File: src/rtl/serial_add_pkg.sv
// Shared types and constants for the bit-serial adder controller.
package serial_add_pkg;

   localparam int SERIAL_ADD_WIDTH_DEF = 8;

   typedef enum logic [1:0] {
      IDLE = 2'd0,
      RUN  = 2'd1,
      DONE = 2'd2
   } state_t;

endpackage

File: src/rtl/serial_add_ctrl_fa.sv
// One-bit full adder assembled from two half adders and an OR of their carries.
module serial_add_ctrl_fa (
   input  logic a,
   input  logic b,
   input  logic cin,
   output logic sum,
   output logic carry
);

   logic w_ha0_s;
   logic w_ha0_c;
   logic w_ha1_c;

   assign w_ha0_s = a ^ b;
   assign w_ha0_c = a & b;
   assign sum     = w_ha0_s ^ cin;
   assign w_ha1_c = w_ha0_s & cin;
   assign carry   = w_ha0_c | w_ha1_c;

endmodule

File: src/rtl/serial_add_ctrl.sv
// Bit-serial adder: LSB-first through one full adder, WIDTH cycles per operation.
// Define SERIAL_ADD_OVF_EN to add the registered signed-overflow output ovf.
module serial_add_ctrl
   import serial_add_pkg::*;
#(
   parameter int WIDTH = SERIAL_ADD_WIDTH_DEF
) (
   input  logic             clk,
   input  logic             rst,
   input  logic             start,
   input  logic [WIDTH-1:0] a,
   input  logic [WIDTH-1:0] b,
   input  logic             cin,
   output logic             busy,
   output logic             done,
   output logic [WIDTH-1:0] sum,
`ifdef SERIAL_ADD_OVF_EN
   output logic             ovf,
`endif
   output logic             cout
);

   localparam int CNT_W = (WIDTH > 2) ? $clog2(WIDTH) : 1;

   state_t           r_state;
   state_t           w_next;
   logic [WIDTH-1:0] r_a;
   logic [WIDTH-1:0] r_b;
   logic [WIDTH-1:0] r_sum;
   logic             r_carry;
   logic             r_cout;
   logic [CNT_W-1:0] r_cnt;
   logic             w_last;
   logic             w_fa_s;
   logic             w_fa_c;
`ifdef SERIAL_ADD_OVF_EN
   logic             r_ovf;
`endif

   serial_add_ctrl_fa fa (
      .a     (r_a[0]),
      .b     (r_b[0]),
      .cin   (r_carry),
      .sum   (w_fa_s),
      .carry (w_fa_c)
   );

   assign w_last = (r_cnt == CNT_W'(WIDTH - 1));

   always_ff @(posedge clk) begin
      if (rst) begin
         r_state <= IDLE;
      end else begin
         r_state <= w_next;
      end
   end

   always_comb begin
      w_next = r_state;
      busy   = 1'b0;
      done   = 1'b0;
      case (r_state)
         IDLE: begin
            if (start) begin
               w_next = RUN;
            end
         end
         RUN: begin
            busy = 1'b1;
            if (w_last) begin
               w_next = DONE;
            end
         end
         DONE: begin
            done   = 1'b1;
            w_next = IDLE;
         end
         default: begin
            w_next = IDLE;
         end
      endcase
   end

   always_ff @(posedge clk) begin
      if (rst) begin
         r_a     <= '0;
         r_b     <= '0;
         r_sum   <= '0;
         r_carry <= 1'b0;
         r_cout  <= 1'b0;
         r_cnt   <= '0;
`ifdef SERIAL_ADD_OVF_EN
         r_ovf   <= 1'b0;
`endif
      end else begin
         case (r_state)
            IDLE: begin
               if (start) begin
                  r_a     <= a;
                  r_b     <= b;
                  r_carry <= cin;
                  r_cnt   <= '0;
                  r_sum   <= '0;
                  r_cout  <= 1'b0;
`ifdef SERIAL_ADD_OVF_EN
                  r_ovf   <= 1'b0;
`endif
               end
            end
            RUN: begin
               // New bit enters at the MSB so bit i reaches sum[i] after WIDTH shifts.
               r_sum   <= {w_fa_s, r_sum[WIDTH-1:1]};
               r_a     <= r_a >> 1;
               r_b     <= r_b >> 1;
               r_carry <= w_fa_c;
               r_cnt   <= r_cnt + CNT_W'(1);
               if (w_last) begin
                  r_cout <= w_fa_c;
`ifdef SERIAL_ADD_OVF_EN
                  // r_carry is the carry into the MSB on this last cycle.
                  r_ovf  <= r_carry ^ w_fa_c;
`endif
               end
            end
            default: begin
            end
         endcase
      end
   end

   assign sum  = r_sum;
   assign cout = r_cout;
`ifdef SERIAL_ADD_OVF_EN
   assign ovf  = r_ovf;
`endif

endmodule

File: config.mk
export PLATFORM = sky130hd
export DESIGN_NAME = serial_add_ctrl
export DESIGN_NICKNAME = d
export VERILOG_FILES = /design/src/rtl/serial_add_pkg.sv /design/src/rtl/serial_add_ctrl_fa.sv /design/src/rtl/serial_add_ctrl.sv
export SDC_FILE = /design/constraint.sdc
export NUM_CORES = 1
export LEC_CHECK = 0
export ABC_CLOCK_PERIOD_IN_PS = 1600
export BUFFER_PORTS_ARGS = -buffer_cell sky130_fd_sc_hd__buf_2
export CORE_MARGIN = 10
export CORE_UTILIZATION = 52
export DETAILED_ROUTE_END_ITERATION = 10
export PLACE_DENSITY = 0.78
export SETUP_SLACK_MARGIN = 0.4
export SKIP_LAST_GASP = 1
export SLEW_MARGIN = 20
export SYNTH_ARGS = -nofsm -noshare
export SYNTH_HDL_FRONTEND = slang
export SYNTH_HIERARCHICAL = 1
export SYNTH_SLANG_ARGS = --single-unit
File: constraint.sdc
create_clock -name clk -period 1.6 [get_ports clk]
set_input_delay 0.08 -clock clk [delete_from_list [all_inputs] [get_ports clk]]
set_output_delay 0.08 -clock clk [all_outputs]
set_load 0.1 [all_outputs]
# --- After elaboration in Yosys (flattened, before gate mapping) ---
# Index checks and enable logic that the tools add are counted.
totals:
  wordCells: 41
  inputBits: 20
  regBits: 31
op_classes:
  bitwise: 5
  reduce_logical: 5
  muxes: 18
  n_addsub: 1
  n_eq_ne: 5
op_table:
  columns: ["op", "n"]
  rows:
  - ["$pmux W8 S2", 3]
  - ["$mux W8", 3]
  - ["$pmux W3 S2", 1]
  - ["$mux W1", 5]
  - ["$mux W2", 2]
  - ["$ne A2 B2 Y1 const B", 2]
  - ["$pmux W1 S2", 2]
  - ["$pmux W2 S2", 1]
  - ["$reduce_and A2 Y1", 2]
  - ["$add A3 B1 Y3 const B", 1]
  - ["$eq A3 B3 Y1 const B", 1]
  - ["$mux W3", 1]
  - ["$reduce_and A3 Y1", 1]
  - ["$and A1 B1 Y1", 2]
  - ["$eq A2 B1 Y1 const B", 1]
  - ["$eq A2 B2 Y1 const B", 1]
  - ["$logic_not A2 Y1", 1]
  - ["$reduce_bool A2 Y1", 1]
  - ["$xor A1 B1 Y1", 2]
  - ["$or A1 B1 Y1", 1]

# --- Logic depth before layout (Yosys ltp) ---
# Gate-level depths: netlist of the first run.
depth:
  ltp_word: 5
  mapped_depth: 5

# --- Modules after synthesis ---
# Netlist of the first run, hierarchy kept.
by_module_without_submodules:
  columns: ["module", "instances", "area_each_um2", "cells_per_inst", "seq_area_each_um2"]
  rows:
  - ["serial_add_ctrl", 1, 1296.2, 131, 620.6]
  - ["serial_add_ctrl_fa", 1, 20.0, 1, 0.0]

# --- Worst setup path before layout of the first run ---
# OpenSTA, ideal clock, no wires.
synth_timing:
  path_type: "flip-flop to output port"
  startpoint: "register r_state[0]"
  endpoint: "output port done"
  path_slack_ns: -0.443
  n_path_buf: 2
  arrival_ns: 1.963
  required_time_ns: 1.520
  stages_incl_launch_ff: 4
  cell_sequence: "dfxtp_1 -> buf_6 -> buf_8 -> nor2b_1"
synth_via:
  elab_chain_cells: 2
synth_lines:
  columns: ["element", "line_no", "source"]
  rows:
  - ["start: declaration", "serial_add_ctrl.sv:25", "state_t r_state;"]
  - ["start signal: assignment", "serial_add_ctrl.sv:54", "r_state <= w_next;"]
  - ["$eq A2 B2 Y1", "serial_add_ctrl.sv:62", "case (r_state)"]
  - ["$mux W1", "serial_add_ctrl.sv:62", null]
  - ["end: declaration", "serial_add_ctrl.sv:15", "output logic done,"]
# No other way between the ends.

# --- Worst setup path after layout of the first run ---
layout_timing:
  startpoint: "register r_state[0]"
  endpoint: "register r_cnt[0]"
layout_via:
  elab_chain_cells: 3
layout_lines:
  columns: ["element", "line_no", "source"]
  rows:
  - ["$eq A2 B1 Y1 or $logic_not A2 Y1 (tied branches)", "serial_add_ctrl.sv:96", "case (r_state)"]
  - ["$reduce_bool A2 Y1 (no line) or $ne A2 B2 Y1 (tied branches)", null, null]
  - ["$reduce_and A2 Y1 (no line)", null, null]
  - ["end signal: assignment", "serial_add_ctrl.sv:116", "r_cnt <= r_cnt + CNT_W'(1);"]
  - ["end: declaration", "serial_add_ctrl.sv:32", "logic [CNT_W-1:0] r_cnt;"]
# Parallel ways exist; a longest one is shown, timed or not.
# A chain may end at the register's enable or synchronous reset.

==> results of run 1 <==
-- report_power, final --
group          leakage, nW  internal, mW  switching (mW)
combinational        0.445         0.134           0.149
clock               0.0386         0.258           0.245
sequential           0.261         0.815          0.0280
-- metrics by stage --
| step | std cells | instance area, sq um | power, mW |
|---|---|---|---|
| 4_1_cts | 196 | 1673 | 1.629 |
| 3_3_place_gp | 185 | 1500 | 1.084 |
| 3_5_place_dp | 185 | 1500 | 1.094 |
| 5_1_grt | 200 | 1762 | 1.709 |
| 2_1_floorplan | 132 | 1341 | 1.036 |
| 6_report | 200 | 1762 | 1.629 |
-- per-layer routing --
metal | vias to the layer above | share of wire [%]
met3 | 4 | 8.7
li1 | 553 | -
met4 | 0 | 0.95
met1 | 525 | 40
met5 | - | 0
met2 | 36 | 50
-- logic make-up (layout without fill, tap and decap cells) --
family / Yosys count / count (layout)
fa+ha+maj: 3 / 3
flops: 31 / 31
mux: 16 / 16
simple gates: 36 / 36
buf+inv: 12 / 50
compound gates: 34 / 34
-- critical path: cells and delay by family, from the launching register on --
kind	cells	cell delay (ns)
buffers and inverters	1	0.29
DFF	1	0.38
AOI/OAI and AO/OA	2	0.48
-- worst max path at each step --
stage,cells after the start,end,startpoint
2_1_floorplan,3,done,r_state[0]
3_3_place_gp,3,cout,r_state[0]
3_5_place_dp,3,cout,r_state[0]
4_1_cts,3,busy,r_state[0]
5_1_grt,3,r_cnt[0],r_state[0]
6_report,3,r_cnt[0],r_state[0]
-- cell type report --
| cell class | instances | area [sq um] | area share [%] |
|---|---|---|---|
| Clock buffer | 8 | 68.82 | 3.906 |
| Inverter | 1 | 3.754 | 0.2131 |
| Multi-Input combinational cell | 89 | 673.1 | 38.21 |
| Sequential cell | 31 | 643.1 | 36.51 |
| Tap cell | 30 | 37.54 | 2.131 |
| Timing Repair Buffer | 41 | 335.3 | 19.03 |
-- cell usage in the layout (no fill, tap or decap), types with 2 or more instances in the layout --
| cell type | n |
|---|---|
| a211oi_1 | 13 |
| a211oi_2 | 3 |
| a21oi_1 | 3 |
| a22oi_1 | 8 |
| a22oi_2 | 2 |
| buf_12 | 4 |
| buf_2 | 21 |
| buf_4 | 5 |
| buf_6 | 2 |
| clkbuf_4 | 12 |
| clkbuf_8 | 2 |
| dfxtp_1 | 17 |
| dfxtp_2 | 12 |
| dfxtp_4 | 2 |
| mux2i_1 | 16 |
| nand4bb_1 | 2 |
| nor2_1 | 28 |
| nor2b_4 | 2 |
| o21ai_0 | 3 |
-- registers in the layout, summed over array words and instances, names as in the netlist --
register and count:
r_a 8, r_state 2, r_carry 1, r_b 8
sum 8, r_cnt 3, cout 1
-- what timing repair did --
| action | 4_1_cts | 5_1_grt |
|---|---|---|
| cloned | 1 | 0 |
| endpoints found under the setup margin | 20 | 38 |
| setup buffers | 2 | 4 |
| gates resized for setup | 17 | 17 |
| pin swaps | 0 | 3 |
==> results.ini, run 1 <==
[min_path]
min_path_cells = 3
min_to = r_b[7]
min_path_type = primary input to register
holdCritStartpoint = b[7]

[synthesis]
synth_cell_types = 23
synth_commonest_cells = 31 x dfxtp_1, 28 x nor2_1, 16 x a211oi_1, 16 x mux2i_1, 10 x a22oi_1
synthMuxAreaShare_pct = 12.17
synth_xor_area_share_pct = 0
yosys.area_share.adder_pct = 3.422
synth_top_cell_by_area = dfxtp_1
syn-mean-instance-area_sq_um = 9.972
yosys_warnings = 6
synth_edf_count = 0
syn-num-nets = 155
synthFlopType = dfxtp_1
syn_area_sq_um = 1316
syn_inst = 132
synth_seq_cells = 31
synthArstFlopShare_pct = 0
synth_top_family_by_area = compound AO/OA/AOI/OAI gates
synth_simple_gate_area_share_pct = 12.45
ys_seq_area_share_pct = 47.15
netlist_top_cells_area = dfxtp_1 47%, mux2i_1 12%, a211oi_1 9.1%
yosys.cell_count.top_type = dfxtp_1
synth_compound_area_share_pct = 18.44
synth_top_area_share_pct = 47.15

[setup_path]
ff2ff_setup_slack_ns = 0.36
crit_slowest_cell = dfxtp_4
crit_type = register to register
cp_cell_sequence = o21ba_2 > bufbuf_16 > a211oi_2
r2r-end = r_cnt[0]
cp_data_arrival_time_ns = 1.47
critPathMaxFanout = 15
crit_path_start_kind = register
critPathMaxStageDelay_ns = 0.38
r2r.worst_path.cells = 3
cp.required_ns = 1.83
r2r_start = r_state[0]
cp-end-kind = register

[layout]
fin_util_pct = 71.76
nets = 192
fillers = 179
area_growth_pct = 33.84
antenna_cells = 0
drive_gt1_share_pct = 43.53

[timing]
fin_hold_ws_ns = 0.04418
finalSetupTns_ns = 0
fmax_mhz = 807.0
hold_viol = 0
setup_viol = 0
setup_ws_ns = 0.3608
finalClockSkew_ns = 0.007145
period_share_pct = 77.45
period_needed_ns = 1.239
worst_pin_slew_ns = 0.5842
drv_slew = 0
slew_headroom_pct = 61.06
rsz0062_at_grt = true

[clocking]
clkTransAtPathRegs_ns = 0.09
cts.path.max_buffers = 2
cts_num_sinks = 31
cts_tree = done
cts_buffers = 5
ctsHoldBuffers = 0
htree_levels = 2
clock_latency_ns = 0.32
root_buffer = clkbuf_4

[global_routing]
grt_max_degree = 32
top_usage_layer = met2
met3_usage_pct = 5.932
grt_pass1_wl_microns = 5230
antenna_found_initial = 0
overflow = 0
use_met1_pct = 12.56
grt_pass1_vias = 1171
grtUsageTotal_pct = 12.66
globalRouteMet2Util_pct = 22.06

[floorplanning]
die_y_microns = 70.31
core_area_sq_um = 2455
num_rows = 18
die_area_sq_um = 4944
initial_utilization_pct = 53.62
pin_count = 31
dieWidth_microns = 70.31

[placed_design]
dp_hpwl_microns = 1988
preCtsSetupSlack_ns = 0.2779
portBuffers = 30
place.gp.congestion = 0.7477

[pwr]
ir_drop_v = 0.0007953
power_density_nw_per_um2 = 924.5
leakagePower_nw = 0.7452

[routing]
viasPerCell = 5.590
finalWirelength_microns = 3049
drc = 0
num_vias = 1118
wl_per_cell_microns = 15.25
drt-initial-drc-count = 94
firstDrtPassIters = 4
ant_nets = 0

[run_status]
outcome = completed

[run]
maxCapViolCount = 0

Note: power is estimated with default switching activity, not from simulation.
==> run 2, diff against run 1 <==
Settings changed: ABC_CLOCK_PERIOD_IN_PS 1600 to 1040, CORE_UTILIZATION 52 to 47, PLACE_DENSITY 0.78 to 0.74.
Clock period 1.6 ns to 1.04 ns, I/O delays scaled along.
==> results.ini, run 2 (synthesized netlist as in run 1, its figures left out) <==
[global_routing]
antenna_found_initial = 0
grt_pass1_vias = 1305
grt_max_degree = 32
grtUsageTotal_pct = 14.19
overflow = 0
grt_pass1_wl_microns = 5989

[layout]
design_area_sq_um = 2140
drive_gt1_share_pct = 59.67
fillers = 164
fin_util_pct = 78.95
final_common_cell = nor2_1
area_growth_pct = 62.55
most-common-layout-cells = 26 x nor2_1, 19 x buf_2, 16 x dfxtp_1, 15 x mux2i_1, 15 x buf_12
antenna_cells = 0
nets = 203

[setup_path]
crit_path_frequent_cell = buf_12
cp.required_ns = 0.99
crit_slowest_cell = dfxtp_2
r2r.worst_path.cells = 3
crit_path_start_kind = register
cp-end-kind = output pin
critPathMaxStageDelay_ns = 0.35
cp_data_arrival_time_ns = 1.19
critPathMaxFanout = 4
cp_cell_sequence = buf_6 > nor2b_4 > buf_12 > buf_12
crit_type = register to output pin

[floorplanning]
pin_count = 31
die_area_sq_um = 5317
num_rows = 19
die_y_microns = 72.92
initial_utilization_pct = 48.57
core_area_sq_um = 2710
dieWidth_microns = 72.92

[routing]
ant_nets = 0
drc = 0
wl_per_cell_microns = 19.29
num_vias = 1236
finalWirelength_microns = 4090
firstDrtPassIters = 4
viasPerCell = 5.830
drt-initial-drc-count = 96

[timing]
finalClockSkew_ns = 0.01508
finalSetupTns_ns = -4.005
slew_headroom_pct = 76.56
rsz0062_at_grt = true
period_share_pct = 119.7
setup_ws_ns = -0.2052
hold_viol = 0
fmax_mhz = 803.1
drv_slew = 0
setup_viol = 31
worst_pin_slew_ns = 0.3419
period_needed_ns = 1.245

[clocking]
cts_buffers = 5
clkTransAtPathRegs_ns = 0.10
clock_latency_ns = 0.33
cts.path.max_buffers = 2
ctsHoldBuffers = 0
cts_num_sinks = 31
htree_levels = 2
cts_tree = done
root_buffer = clkbuf_4

[min_path]
min_path_cells = 3
min_path_type = primary input to register

[pwr]
seqPwrFrac_pct = 51.1
leakagePower_nw = 0.8470
p_sw_share_pct = 29.49
clock_power_share_pct = 25.7
power_density_nw_per_um2 = 1185
switchingPower_uw = 747.6
intPower_mw = 1.788
combPwrFrac_pct = 23.1
ir_drop_v = 0.001308

[placed_design]
portBuffers = 30
place.gp.congestion = 0.7353
placed_area_sq_um = 1760
dp_hpwl_microns = 2245

[run_status]
outcome = finished with violations
violations = setup timing

[run]
maxCapViolCount = 0

## run 2: critical path: cells and delay by family (launching register included)
family / cells / cell delay (ns)
buffers and inverters: 3 / 0.39
flip-flops: 1 / 0.35
AND/OR/NAND/NOR: 1 / 0.12
## run 2: cell type report
type / instances / area (sq um) / share of cell area (%)
clock buffers: 8 / 48.80 / 2.281
inverters: 1 / 3.754 / 0.1754
well taps: 31 / 38.79 / 1.813
multi-input cells: 89 / 809.5 / 37.84
repair buffers: 52 / 574.3 / 26.84
flip-flops and latches: 31 / 664.4 / 31.05
## run 2: worst paths after layout
| kind | slack [ns] | startpoint | to |
|---|---|---|---|
| min reg2reg | 0.50 | r_a[7] | r_a[7] |
| max | -0.21 | r_state[1] | busy |
| min | 0.002 | b[7] | r_b[7] |
| max reg2reg | -0.19 | r_state[0] | r_b[2] |
## run 2: routing by layer
| metal | track usage (%) | routed length [microns] |
|---|---|---|
| met4 | 7.806 | 139 |
| met1 | 14.57 | 1511 |
| met2 | 25.72 | 2247 |
| met3 | 3.265 | 191 |
| met5 | 0 | 0 |
## run 2: stage by stage
stage / instances / setup slack [ns] / total power [mW] / hold slack (ns)
3_3_place_gp: 192 / -0.06565 / 1.694 / 0.3369
5_1_grt: 212 / -0.2432 / 2.642 / 0.006291
2_1_floorplan: 132 / -0.1151 / 1.582 / 0.1248
3_5_place_dp: 192 / -0.1410 / 1.722 / 0.3498
4_1_cts: 211 / -0.1931 / 2.428 / 0.0004028
6_report: 212 / -0.2052 / 2.535 / 0.001670
## run 2: power groups by stage
stage                     clock (mW)  sequential [mW]  combinational, mW
final                          0.652             1.30              0.587
after global routing           0.718             1.30              0.624
after CTS                      0.650             1.28              0.494
after detailed placement           0             1.31              0.411
after global placement             0             1.30              0.392
after floorplan                    0             1.32              0.258
## run 2: timing repair
action / 4_1_cts / 5_1_grt
setup buffers: 10 / 1
gates resized for setup: 25 / 24
cloned: 1 / 0
pin swaps: 4 / 7
endpoints found under the setup margin: 42 / 42
